--- src/rtl/pwm_pkg.sv ---
// Shared definitions for the PWM generator slice.
// Holds the FSM state type, default widths/shift, and the saturation value
// applied to the scaled duty before clamping.
package pwm_pkg;

  localparam int CNT_W_DEFAULT       = 16;
  localparam int DATA_W_DEFAULT      = 16;
  localparam int SCALE_SHIFT_DEFAULT = 8;

  // Largest duty value the scaler can produce before clamping.
  localparam logic [15:0] DUTY_SAT = 16'hFFFF;

  typedef enum logic {
    IDLE = 1'b0,
    RUN  = 1'b1
  } pwm_state_e;

endpackage

--- src/rtl/pwm_generator_if.sv ---
// Sample handshake between the PID controller and the PWM generator.
//   pid_i        controller output sample
//   pid_valid_i  sample valid (driven by the controller)
//   pid_ready_o  PWM block can accept a sample
// master = controller side, slave = PWM generator side.
interface pwm_generator_if
  import pwm_pkg::*;
#(
  parameter int DATA_W = DATA_W_DEFAULT
);

  logic [DATA_W-1:0] pid_i;
  logic              pid_valid_i;
  logic              pid_ready_o;

  modport master (output pid_i, output pid_valid_i, input pid_ready_o);
  modport slave  (input pid_i, input pid_valid_i, output pid_ready_o);

endinterface

--- src/rtl/pwm_duty_scaler.sv ---
// Two-stage duty scaler: multiply the accepted sample by the gain, then
// shift, saturate and clamp it into [duty_min, duty_max].
// Ports:
//   clk_in_i, reset_n_i   clock and synchronous active-low reset
//   pid_if (slave)        sample handshake; owns pid_ready_o
//   scale                 gain, sampled on the accept edge
//   duty_min, duty_max    clamp limits, sampled on the edge after accept
//   pending               clamped duty candidate (valid while pending_wr=1)
//   pending_wr            one-clk strobe: write pending into the shadow reg
module pwm_duty_scaler
  import pwm_pkg::*;
#(
  parameter int CNT_W       = CNT_W_DEFAULT,
  parameter int DATA_W      = DATA_W_DEFAULT,
  parameter int SCALE_SHIFT = SCALE_SHIFT_DEFAULT
) (
  input  logic              clk_in_i,
  input  logic              reset_n_i,
  pwm_generator_if.slave    pid_if,
  input  logic [DATA_W-1:0] scale,
  input  logic [CNT_W-1:0]  duty_min,
  input  logic [CNT_W-1:0]  duty_max,
  output logic [CNT_W-1:0]  pending,
  output logic              pending_wr
);

  logic [2*DATA_W-1:0] product;
  logic [2*DATA_W-1:0] shifted;
  logic                prod_valid;
  logic [CNT_W-1:0]    sat_value;
  logic [CNT_W-1:0]    clamped;
  logic                accept;

  assign accept = pid_if.pid_valid_i & pid_if.pid_ready_o;

  // Max is applied after min so an inverted limit pair resolves to max.
  always_comb begin
    shifted   = product >> SCALE_SHIFT;
    sat_value = (|shifted[2*DATA_W-1:CNT_W]) ? DUTY_SAT : shifted[CNT_W-1:0];
    clamped   = sat_value;
    if (clamped < duty_min) clamped = duty_min;
    if (clamped > duty_max) clamped = duty_max;
  end

  assign pending    = clamped;
  assign pending_wr = prod_valid;

  // Ready drops for the single clk following each accept.
  always_ff @(posedge clk_in_i) begin
    if (!reset_n_i) begin
      pid_if.pid_ready_o <= 1'b1;
      product            <= '0;
      prod_valid         <= 1'b0;
    end else begin
      pid_if.pid_ready_o <= ~accept;
      prod_valid         <= accept;
      if (accept)
        product <= {{DATA_W{1'b0}}, pid_if.pid_i} * {{DATA_W{1'b0}}, scale};
    end
  end

endmodule

--- src/rtl/pwm_generator.sv ---
// Single-ended PWM generator fed by the PID controller's output samples.
// Accepted samples are scaled/clamped into a pending duty, which only takes
// effect at a period boundary so the output never glitches.
// Ports:
//   clk_in_i, reset_n_i        clock and synchronous active-low reset
//   clk_en_i                   counter tick qualifier
//   enable_i                   1 = run, 0 = force idle
//   period_i                   period in ticks (0 treated as 1)
//   scale_i                    sample gain (256 = 1.0)
//   duty_min_i, duty_max_i     clamp limits
//   pid_if (slave)             sample handshake
//   pwm_o                      registered PWM output
//   period_start_o             one-clk pulse when the counter loads 0
//   duty_o                     currently active duty
module pwm_generator
  import pwm_pkg::*;
#(
  parameter int CNT_W       = CNT_W_DEFAULT,
  parameter int DATA_W      = DATA_W_DEFAULT,
  parameter int SCALE_SHIFT = SCALE_SHIFT_DEFAULT
) (
  input  logic              clk_in_i,
  input  logic              reset_n_i,
  input  logic              clk_en_i,
  input  logic              enable_i,
  input  logic [CNT_W-1:0]  period_i,
  input  logic [DATA_W-1:0] scale_i,
  input  logic [CNT_W-1:0]  duty_min_i,
  input  logic [CNT_W-1:0]  duty_max_i,
  pwm_generator_if.slave    pid_if,
  output logic              pwm_o,
  output logic              period_start_o,
  output logic [CNT_W-1:0]  duty_o
);

  localparam logic [CNT_W-1:0] ONE = CNT_W'(1);

  pwm_state_e       state;
  logic [CNT_W-1:0] counter;
  logic [CNT_W-1:0] period_active;
  logic [CNT_W-1:0] duty_active;
  logic [CNT_W-1:0] pending;
  logic             pending_valid;
  logic [CNT_W-1:0] scaled;
  logic             scaled_wr;
  logic [CNT_W-1:0] eff_period;
  logic [CNT_W-1:0] next_duty;
  logic             period_start;

  pwm_duty_scaler #(
    .CNT_W       (CNT_W),
    .DATA_W      (DATA_W),
    .SCALE_SHIFT (SCALE_SHIFT)
  ) u_scaler (
    .clk_in_i   (clk_in_i),
    .reset_n_i  (reset_n_i),
    .pid_if     (pid_if),
    .scale      (scale_i),
    .duty_min   (duty_min_i),
    .duty_max   (duty_max_i),
    .pending    (scaled),
    .pending_wr (scaled_wr)
  );

  // A period starts on the first enabled tick out of IDLE, or when the
  // counter wraps from P-1. The new duty is capped at the new period.
  always_comb begin
    eff_period   = (period_i == '0) ? ONE : period_i;
    next_duty    = duty_active;
    if (pending_valid)
      next_duty = (pending < eff_period) ? pending : eff_period;
    period_start = enable_i & clk_en_i &
                   ((state == IDLE) | (counter == period_active - ONE));
  end

  // pwm_o is computed from the counter value being loaded, so it lines up
  // with the counter without a combinational path to the pin. A scaler
  // write coinciding with a period start lands after the start consumed
  // the old pending value, so it waits for the following period.
  always_ff @(posedge clk_in_i) begin
    if (!reset_n_i) begin
      state          <= IDLE;
      counter        <= '0;
      period_active  <= '0;
      duty_active    <= '0;
      pending        <= '0;
      pending_valid  <= 1'b0;
      pwm_o          <= 1'b0;
      period_start_o <= 1'b0;
    end else begin
      if (scaled_wr) begin
        pending       <= scaled;
        pending_valid <= 1'b1;
      end else if (period_start) begin
        pending_valid <= 1'b0;
      end

      period_start_o <= 1'b0;
      if (!enable_i) begin
        state   <= IDLE;
        counter <= '0;
        pwm_o   <= 1'b0;
      end else if (clk_en_i) begin
        if (period_start) begin
          state          <= RUN;
          counter        <= '0;
          period_active  <= eff_period;
          duty_active    <= next_duty;
          period_start_o <= 1'b1;
          pwm_o          <= (next_duty != '0);
        end else begin
          counter <= counter + ONE;
          pwm_o   <= ((counter + ONE) < duty_active);
        end
      end
    end
  end

  assign duty_o = duty_active;

endmodule

--- src/flat_wrapper.sv ---
// flat-port wrapper written by rule: the top's interface ports become plain ports
module pwm_generator_flat import pwm_pkg::*;
#(
  parameter int CNT_W       = CNT_W_DEFAULT,
  parameter int DATA_W      = DATA_W_DEFAULT,
  parameter int SCALE_SHIFT = SCALE_SHIFT_DEFAULT
)
  (clk_in_i, reset_n_i, clk_en_i, enable_i, period_i, scale_i, duty_min_i, duty_max_i, pwm_o, period_start_o, duty_o, pid_if_pid_i, pid_if_pid_valid_i, pid_if_pid_ready_o);
  pwm_generator_if #(.DATA_W(DATA_W)) pid_if_i ();
  input  logic clk_in_i;
  input  logic reset_n_i;
  input  logic clk_en_i;
  input  logic enable_i;
  input  logic [CNT_W-1:0] period_i;
  input  logic [DATA_W-1:0] scale_i;
  input  logic [CNT_W-1:0] duty_min_i;
  input  logic [CNT_W-1:0] duty_max_i;
  output logic pwm_o;
  output logic period_start_o;
  output logic [CNT_W-1:0] duty_o;
  input wire logic [$bits(pid_if_i.pid_i)-1:0] pid_if_pid_i;
  input wire logic [$bits(pid_if_i.pid_valid_i)-1:0] pid_if_pid_valid_i;
  output wire logic [$bits(pid_if_i.pid_ready_o)-1:0] pid_if_pid_ready_o;
  assign pid_if_i.pid_i = pid_if_pid_i;
  assign pid_if_i.pid_valid_i = pid_if_pid_valid_i;
  assign pid_if_pid_ready_o = pid_if_i.pid_ready_o;
  pwm_generator #(.CNT_W(CNT_W), .DATA_W(DATA_W), .SCALE_SHIFT(SCALE_SHIFT)) u_core (.clk_in_i(clk_in_i), .reset_n_i(reset_n_i), .clk_en_i(clk_en_i), .enable_i(enable_i), .period_i(period_i), .scale_i(scale_i), .duty_min_i(duty_min_i), .duty_max_i(duty_max_i), .pid_if(pid_if_i), .pwm_o(pwm_o), .period_start_o(period_start_o), .duty_o(duty_o));
endmodule
--- config.mk ---
export PLATFORM = sky130hd
export DESIGN_NAME = pwm_generator_flat
export DESIGN_NICKNAME = d
export VERILOG_FILES = /design/src/rtl/pwm_pkg.sv /design/src/rtl/pwm_generator_if.sv /design/src/rtl/pwm_duty_scaler.sv /design/src/rtl/pwm_generator.sv /design/src/flat_wrapper.sv
export SDC_FILE = /design/constraint.sdc
export NUM_CORES = 1
export LEC_CHECK = 0
export ABC_AREA = 1
export CAP_MARGIN = 20
export CORE_MARGIN = 2
export CORE_UTILIZATION = 40
export CTS_BUF_LIST = sky130_fd_sc_hd__clkbuf_4 sky130_fd_sc_hd__clkbuf_8
export DETAILED_ROUTE_END_ITERATION = 16
export GPL_TIMING_DRIVEN = 0
export SYNTH_ARGS = -nofsm -noshare
export SYNTH_HDL_FRONTEND = slang
export SYNTH_SLANG_ARGS = --single-unit
--- constraint.sdc ---
create_clock -name clk_in_i -period 9.9 [get_ports clk_in_i]
set_clock_uncertainty 0.1 [all_clocks]
set_input_delay 1.98 -clock clk_in_i [delete_from_list [all_inputs] [get_ports clk_in_i]]
set_output_delay 1.98 -clock clk_in_i [all_outputs]
set_load 0.005 [all_outputs]
# After elaboration in Yosys (flattened, before gate mapping)
# Index checks and enable logic that the tools add are counted.
word_totals:
  output_inout_bits: 19
  input_bits: 85
  regBits: 102
op_classes:
  mux: 11
  eq_ne: 1
  bitwise_logic: 6
  reduce_logical: 8
  n_addsub: 2
  magnitude_cmp: 4
  multipliers: 1
op_table:
  columns: ["operator", "n"]
  rows:
  - ["2-to-1 mux 16 bit", 7]
  - ["< comparator 16 bit", 3]
  - ["multiplier 16 x 16 -> 32 bit", 1]
  - ["adder 16 x 1 -> 16 bit, second input constant", 1]
  - ["== test 16 bit", 1]
  - ["greater-than comparator 16 bit", 1]
  - ["logical NOT 16 bit", 1]
  - ["nonzero test 16 bit", 1]
  - ["subtractor 16 x 1 -> 16 bit, second input constant", 1]
  - ["OR reduction 8 bit", 1]
  - ["AND reduction 3 bit", 2]
  - ["2-to-1 mux 1 bit", 4]
  - ["AND reduction 2 bit", 2]
  - ["AND 1 bit", 3]
  - ["inverter 1 bit", 2]
  - ["nonzero test 2 bit", 1]
  - ["OR 1 bit", 1]

# Logic depth before layout (Yosys ltp)
# Gate-level depths: netlist (run 1).
depth:
  depth_word: 7
  ltp_mapped: 30
  mapped_depth_nobuf: 28

# Hierarchy
# A second synthesis (run 1) with hierarchy kept.
unflattened:
  hier_cells: 2241
  area_unflattened_um2: 15647.5
by_module_without_submodules:
  columns: ["mod", "seq_area_each_um2", "cells_per_inst", "instances", "area_per_inst_um2"]
  rows:
  - ["pwm_duty_scaler", 520.5, 1595, 1, 11202.0]
  - ["pwm_generator", 1361.3, 646, 1, 4445.5]

# Least setup slack after synthesis (run 1)
# OpenSTA, ideal clock, no wires.
synth_timing:
  path_kind: "input-to-reg"
  start: "input pid_if_pid_i[10]"
  end: "register u_core.u_scaler.product[28]"
  t_required_ns: 9.686
  path_stages: 26
  setup_ns: 0.114
  arrival_time_ns: 7.445
  setup_slack_ns: 2.241
  path_buffers: 2
  path_cell_list: "clkbuf_1 -> clkbuf_1 -> nand2_1 -> fa_1 -> fa_1 -> fa_1 -> fa_1 -> inv_1 -> fa_1 -> inv_1 -> fa_1 -> inv_1 -> ha_1 -> a21oi_1 -> o211ai_1 -> a31oi_1 -> inv_1 -> a21oi_1 -> inv_1 -> nand2_1 -> o211ai_1 -> nand3_1 -> o211ai_1 -> or2_2 -> nand3_1 -> nand2_1"
synth_between:
  elab_chain_len: 1
synth_lines:
  columns: ["item", "line", "text"]
  rows:
  - ["from (decl)", "flat_wrapper.sv:21", "input wire logic [$bits(pid_if_i.pid_i)-1:0] pid_if_pid_i;"]
  - ["multiplier 16 x 16 -> 32 bit", "pwm_duty_scaler.sv:58", "product <= {{DATA_W{1'b0}}, pid_if.pid_i} * {{DATA_W{1'b0}}, scale};"]
  - ["to (signal assigned)", "pwm_duty_scaler.sv:58", null]
  - ["to (decl)", "pwm_duty_scaler.sv:27", "logic [2*DATA_W-1:0] product;"]
# No other way between the ends.
# A chain may end at the register's enable or synchronous reset.

# Worst setup path after layout (run 1)
layout_timing:
  start: "input scale_i[1]"
  end: "register u_core.u_scaler.product[28]"
layout_between:
  elab_chain_len: 1
layout_lines:
  columns: ["item", "line", "text"]
  rows:
  - ["from (decl)", "flat_wrapper.sv:15", "input logic [DATA_W-1:0] scale_i;"]
  - ["multiplier 16 x 16 -> 32 bit", "pwm_duty_scaler.sv:58", null]
# No other way between the ends.

==> summary.txt, run 1 <==
Status
  • Status: finished, final reports clean

Placement
  • RePlAce Congestion: 0.9128
  • Pre-CTS WS: 1095 ps
  • IO buf count: 74
  • Placed Area: 0.01650 mm^2
  • Post-DP HPWL: 35,330 um
  • Placed cells: 2,693

Floorplanning
  • Die Span X: 198.5 um
  • Rows: 71
  • Core ar.: 0.03749 mm^2
  • Die Area: 0.03938 mm^2
  • Initial Utilization: 0.4034
  • I/O Pins: 104
  • Die height: 198.5 um

Pwr
  • Sw Ratio: 0.5692
  • Max IR drop VDD: 0.2652 mV
  • Clock Power Share: 0.046
  • Leakage power: 0.009090 uW
  • Share of power burned in combinational logic: 0.858
  • PD cells: 303.2 mW/mm^2
  • Internal power: 2178 uW
  • Sequential Power Share: 0.096
  • Switching pwr: 2877 uW

Timing
  • TNS Setup: 0 ps
  • Worst-Margin Slew: 726.8 ps
  • Final setup viols: 0
  • Max-slew violations: 0
  • Final period util: 0.8514
  • Final hold slack: 356.7 ps
  • FMAX: 118.6 MHz
  • Final Hold Viols: 0
  • Min Tclk post-route: 8429 ps
  • Max-slew headroom: 0.5154
  • Fin worst setup slack: 1471 ps
  • Unrepaired setup endpoints after global routing: false

Logic synthesis
  • Top cells by area, synth: fa_1 (26%), ha_1 (14%), nand2_1 (13%), inv_1 (13%), dfxtp_1 (12%)
  • FFs w/ async S/R, synth: 0
  • Synthesized flop and latch total: 94
  • Post-synth top area share: 0.2555
  • Syn avg cell area: 7.175 um^2
  • Syn Std Cell Area: 0.01512 mm^2
  • Main flop type after synthesis: dfxtp_1
  • Synth area leader: fa_1
  • Sequential fraction of the synthesis area: 0.1244
  • Syn nets: 2,550
  • Synth cell types: 54
  • Yosys warnings: 0
  • Syn Inst Count: 2,108
  • EDFF count, synth: 0

Critical path
  • Max FO, Critical Path: 10
  • WP data arrival: 8590 ps
  • Crit end category: flip-flop
  • Critical path class: in -> reg
  • Req. time, crit path: 10,060 ps
  • Reg-to-reg slack, setup: 4510 ps
  • Setup crit start kind: input port

Global routing
  • Vias in the first global route: 13,221
  • First-pass GRT wire length: 68,350 um
  • Antenna violations before repair: 0
  • Remaining Overflow, GRT: 0
  • Largest net degree at the start of global routing: 14
  • GRT Util Overall: 0.2192

Route
  • Routed WL: 41,630 um
  • Remaining antenna violation count: 0
  • Via Count: 13,152
  • Drt drc: 0
  • Detailed Routing Iterations Pass 1: 5
  • Routed len/inst: 15.38 um
  • Post-DR vias/cell: 4.859
  • First DRT Iteration DRCs: 793

Layout
  • Fraction of layout cells with a size suffix above 1: 0.02505
  • Net count, final: 2,635
  • Fillers: 3,956
  • Area added between synthesis and finish: 10.23%
  • Final Non-Filler Cells: 2,707
  • N_diodes: 0
  • Finished Cell Area: 0.01667 mm^2

CTS
  • Max H-tree Level: 3
  • Cts repair resizes: 0
  • CTS clk-pin slew, worst paths: 80 ps
  • Setup Fix Bufs, Post-CTS: 0
  • Clock Path Buffers: 2
  • Clk_lat worst skew: 370 ps
  • Clock Sinks: 94
  • Root Driver: clkbuf_8
  • CTS Buf Count: 9
  • CTS tree: built
  • Hold buffer count at CTS: 0

Hold path
  • Hold Crit Class: reg -> reg

Flow run
  • Max Cap Violations: 0
Yosys cell counts (2+ instances only):
library cell / number
nand2_1: 514
inv_1: 508
fa_1: 193
ha_1: 164
a21oi_1: 130
o21ai_0: 97
dfxtp_1: 94
nor2_1: 85
clkbuf_1: 83
nand3_1: 48
xor2_1: 34
o211ai_1: 22
xnor2_1: 18
nand4_1: 12
or2_2: 12
a211oi_1: 8
o22ai_1: 8
a21o_1: 7
nand3b_1: 6
buf_2: 5
nor3_1: 5
o21ai_1: 5
buf_6: 4
nor4_1: 4
clkinv_1: 3
nand2_2: 3
a211oi_2: 2
a31oi_1: 2
buf_1: 2
nand2_4: 2
o21a_1: 2
o221a_2: 2
o31ai_1: 2
or2_0: 2
cell usage in the layout (no fill, tap or decap), drive strengths merged, types with 18 or more instances in the layout:
master         Yosys  routed
inv              510     510
fa               193     193
o21ai            102     102
clkdlybuf4s50      0      74
a21oi            131     131
o211ai            22      22
dfxtp             94      94
nor2              87      87
xnor2             18      18
clkbuf            83      96
nand2            519     519
nand3             49      49
ha               164     164
xor2              34      34
flip-flops by register name, indices dropped and copies added, names as in the netlist:
name                                flops
u_core.counter                         16
u_core.duty_o                          16
u_core.pending                         16
u_core.pending_valid                    1
u_core.period_active                   16
u_core.period_start_o                   1
u_core.pwm_o                            1
u_core.state                            1
u_core.u_scaler.pending_wr              1
u_core.u_scaler.pid_if.pid_ready_o      1
u_core.u_scaler.product                24
power by group through the flow:
stage | logic (uW) | clock network (uW) | registers (uW)
final | 4340 | 234 | 483
after global routing | 5000 | 254 | 490
after CTS | 4340 | 242 | 484
after detailed placement | 4310 | 0 | 493
after global placement | 4270 | 0 | 492
after floorplan | 3250 | 0 | 477
worst paths after layout:
check / end / cells after the start / from
worst max register to register: u_core.pending[2] / 26 / u_core.u_scaler.product[28]
worst max-delay path: u_core.u_scaler.product[28] / 26 / scale_i[1]
worst min-delay path: u_core.u_scaler.product[28] / 2 / u_core.u_scaler.product[28]
worst min register to register: u_core.u_scaler.product[28] / 2 / u_core.u_scaler.product[28]
critical path: stages:
cell and delay (ps):
clkdlybuf4s50_1 590, clkbuf_1 400, nand2_1 150, fa_1 530, fa_1 590, fa_1 480, fa_1 550, inv_1 50
fa_1 480, inv_1 50, fa_1 470, inv_1 40, ha_1 350, a21oi_1 280, o211ai_1 130, a31oi_1 230
inv_1 110, a21oi_1 210, inv_1 70, nand2_1 60, o211ai_1 160, nand3_1 120, o211ai_1 110, or2_2 290
nand3_1 70, nand2_1 50
routing by layer:
layer / vias up / share of wire / track usage
met4: 0 / 0.022 / 0.05666
met1: 6205 / 0.48 / 0.3049
met2: 341 / 0.45 / 0.3626
met5: - / 0 / 0
met3: 48 / 0.053 / 0.02543
li1: 6558 / - / -
through the flow:
stage,power (uW),util
3_5_place_dp,4803,0.4403
2_1_floorplan,3729,-
4_1_cts,5070,0.4447
5_1_grt,5747,0.4447
3_3_place_gp,4758,0.4403
6_report,5055,0.4447
logic make-up after synthesis:
| family | Yosys count | synth area share |
|---|---|---|
| compound gates | 296 | 0.1100 |
| xor+xnor | 52 | 0.03011 |
| fa+ha+maj | 357 | 0.3911 |
| buf+inv | 608 | 0.1540 |
| simple gates | 701 | 0.1903 |
| flops | 94 | 0.1244 |
layout make-up:
cell class	instances	area (um^2)	area share
flip-flops and latches	94	1882	0.1129
inverters	513	1933	0.1159
clock buffers	13	160.2	0.009606
multi-input cells	1406	10910	0.6546
clock inverters	1	7.507	0.0004503
plain buffers	95	396.6	0.02379
repair buffers	74	740.7	0.04443
well taps	511	639.4	0.03835
(Power assumes the default switching activity.)
==> run 2, diff against run 1 <==
--- a/config.mk
+++ b/config.mk
@@ -11,6 +11,7 @@
 export CORE_UTILIZATION = 40
 export CTS_BUF_LIST = sky130_fd_sc_hd__clkbuf_4 sky130_fd_sc_hd__clkbuf_8
 export DETAILED_ROUTE_END_ITERATION = 16
+export GPL_ROUTABILITY_DRIVEN = 0
 export GPL_TIMING_DRIVEN = 0
 export SYNTH_ARGS = -nofsm -noshare
 export SYNTH_HDL_FRONTEND = slang
==> summary.txt, run 2 (synthesis gave the netlist of run 1 again) <==
Status
  • Status: finished, final reports clean

Flow run
  • Max Cap Violations: 0

CTS
  • Setup Fix Bufs, Post-CTS: 0
  • Cts repair resizes: 0
  • Max H-tree Level: 3
  • Root Driver: clkbuf_8
  • CTS Buf Count: 9
  • Hold buffer count at CTS: 0
  • Clock Sinks: 94
  • CTS tree: built
  • Clk_lat worst skew: 370 ps
  • CTS clk-pin slew, worst paths: 90 ps
  • Clock Path Buffers: 2

Global routing
  • GRT Util Overall: 0.2190
  • Largest net degree at the start of global routing: 15
  • Antenna violations before repair: 0
  • Vias in the first global route: 13,190
  • First-pass GRT wire length: 67,960 um
  • Remaining Overflow, GRT: 0

Critical path
  • Max FO, Critical Path: 10
  • CP dominant cell by count: fa_1
  • Req. time, crit path: 10,070 ps
  • WP data arrival: 8570 ps
  • CP top delay family: adder cells
  • Crit end category: flip-flop
  • Buf/Inv on CP: 7
  • Setup crit start kind: input port
  • Critical path class: in -> reg
  • CP peak stage delay: 610 ps
  • CP max stage cell: clkdlybuf4s50_1

Layout
  • Most frequent cells in the layout: nand2_1 (514), inv_1 (508), fa_1 (193)
  • N_diodes: 0
  • Biggest register: u_core.u_scaler.product
  • Finished Cell Area: 0.01671 mm^2
  • Area added between synthesis and finish: 10.50%
  • Max reg flops: 24
  • Commonest non-fill, non-tap cell in the layout: nand2_1
  • Final core utilization: 0.4458
  • Net count, final: 2,635
  • Fraction of layout cells with a size suffix above 1: 0.02549

Floorplanning
  • Die height: 198.5 um
  • Core ar.: 0.03749 mm^2
  • Rows: 71
  • Initial Utilization: 0.4034
  • Die Area: 0.03938 mm^2
  • Die Span X: 198.5 um
  • I/O Pins: 104

Timing
  • Max-slew headroom: 0.5250
  • Min Tclk post-route: 8405 ps
  • Max-slew violations: 0
  • FMAX: 119.0 MHz
  • Unrepaired setup endpoints after global routing: false
  • Final period util: 0.8490
  • Final setup viols: 0
  • TNS Setup: 0 ps
  • Worst-Margin Slew: 712.5 ps
  • Final Hold Viols: 0

Placement
  • IO buf count: 74
  • Post-DP HPWL: 35,330 um
  • Placed Area: 0.01650 mm^2

Route
  • Remaining antenna violation count: 0
  • Drt drc: 0
  • Post-DR vias/cell: 4.847
  • Routed len/inst: 15.45 um
  • Detailed Routing Iterations Pass 1: 6
  • Routed WL: 41,840 um
  • Via Count: 13,126
  • First DRT Iteration DRCs: 768

Pwr
  • Power Total: 5050 uW
  • Max IR drop VDD: 0.2723 mV
  • PD cells: 302.2 mW/mm^2
  • Leakage power: 0.009109 uW

Hold path
  • Hold Crit Class: reg -> reg
==> run 2: path summary, 6_finish.rpt <==
kind | endpoint | slack (ps) | cells after the start | from
max | u_core.u_scaler.product[28] | 1490 | 26 | scale_i[1]
min | u_core.u_scaler.product[27] | 350 | 2 | u_core.u_scaler.product[27]
max reg2reg | u_core.pending[4] | 4600 | 27 | u_core.u_scaler.product[26]
min reg2reg | u_core.u_scaler.product[27] | 350 | 2 | u_core.u_scaler.product[27]
==> run 2: area by class of cell <==
class / instances / area (um^2)
sequential: 94 / 1882
inverter: 513 / 1933
clock buffer: 12 / 165.2
fill: 3900 / 20780
multi-input combinational: 1406 / 10910
clock inverter: 3 / 42.54
timing repair buffer: 74 / 740.7
buffer: 95 / 396.6
tap: 511 / 639.4
==> run 2: per-layer routing <==
| metal | track usage | up-vias | part of all wire |
|---|---|---|---|
| met3 | 0.02526 | 41 | 0.061 |
| met2 | 0.3673 | 423 | 0.45 |
| met4 | 0.04146 | 0 | 0.014 |
| li1 | - | 6554 | - |
| met1 | 0.3066 | 6108 | 0.47 |
| met5 | 0 | - | 0 |
==> run 2: metrics by stage <==
stage          hold WS, ps  worst slack, ps  std cells
6_report             353.3             1495       2708
3_5_place_dp         341.2             1109       2693
5_1_grt              374.1            992.6       2708
3_3_place_gp         336.6             1207       2693
4_1_cts              356.6             1517       2708
2_1_floorplan        318.5             2241       2108
==> run 2: worst reg2reg max path: stages, from the launching register on <==
cell and delay (ps):
dfxtp_1 320, nor2_1 110, nand3_1 70, nor2_1 270, clkbuf_1 360, nand2_1 190, ha_1 340, nand2_1 50
o21ai_0 210, nand4_1 110, o211ai_1 120, nand4_1 120, nand2_1 90, buf_2 220, clkbuf_1 380, o21ai_0 160
ha_1 320, nand2_1 70, inv_1 50, a221oi_1 280, o221a_2 230, o21ai_0 70, o31ai_1 140, clkbuf_1 430
o21ai_0 150, inv_1 80, nand2_1 90, a21oi_1 140
==> run 2: power breakdown <==
group	switching, uW	internal [uW]
clock network	135	136
logic	2670	1630
registers	38.6	444
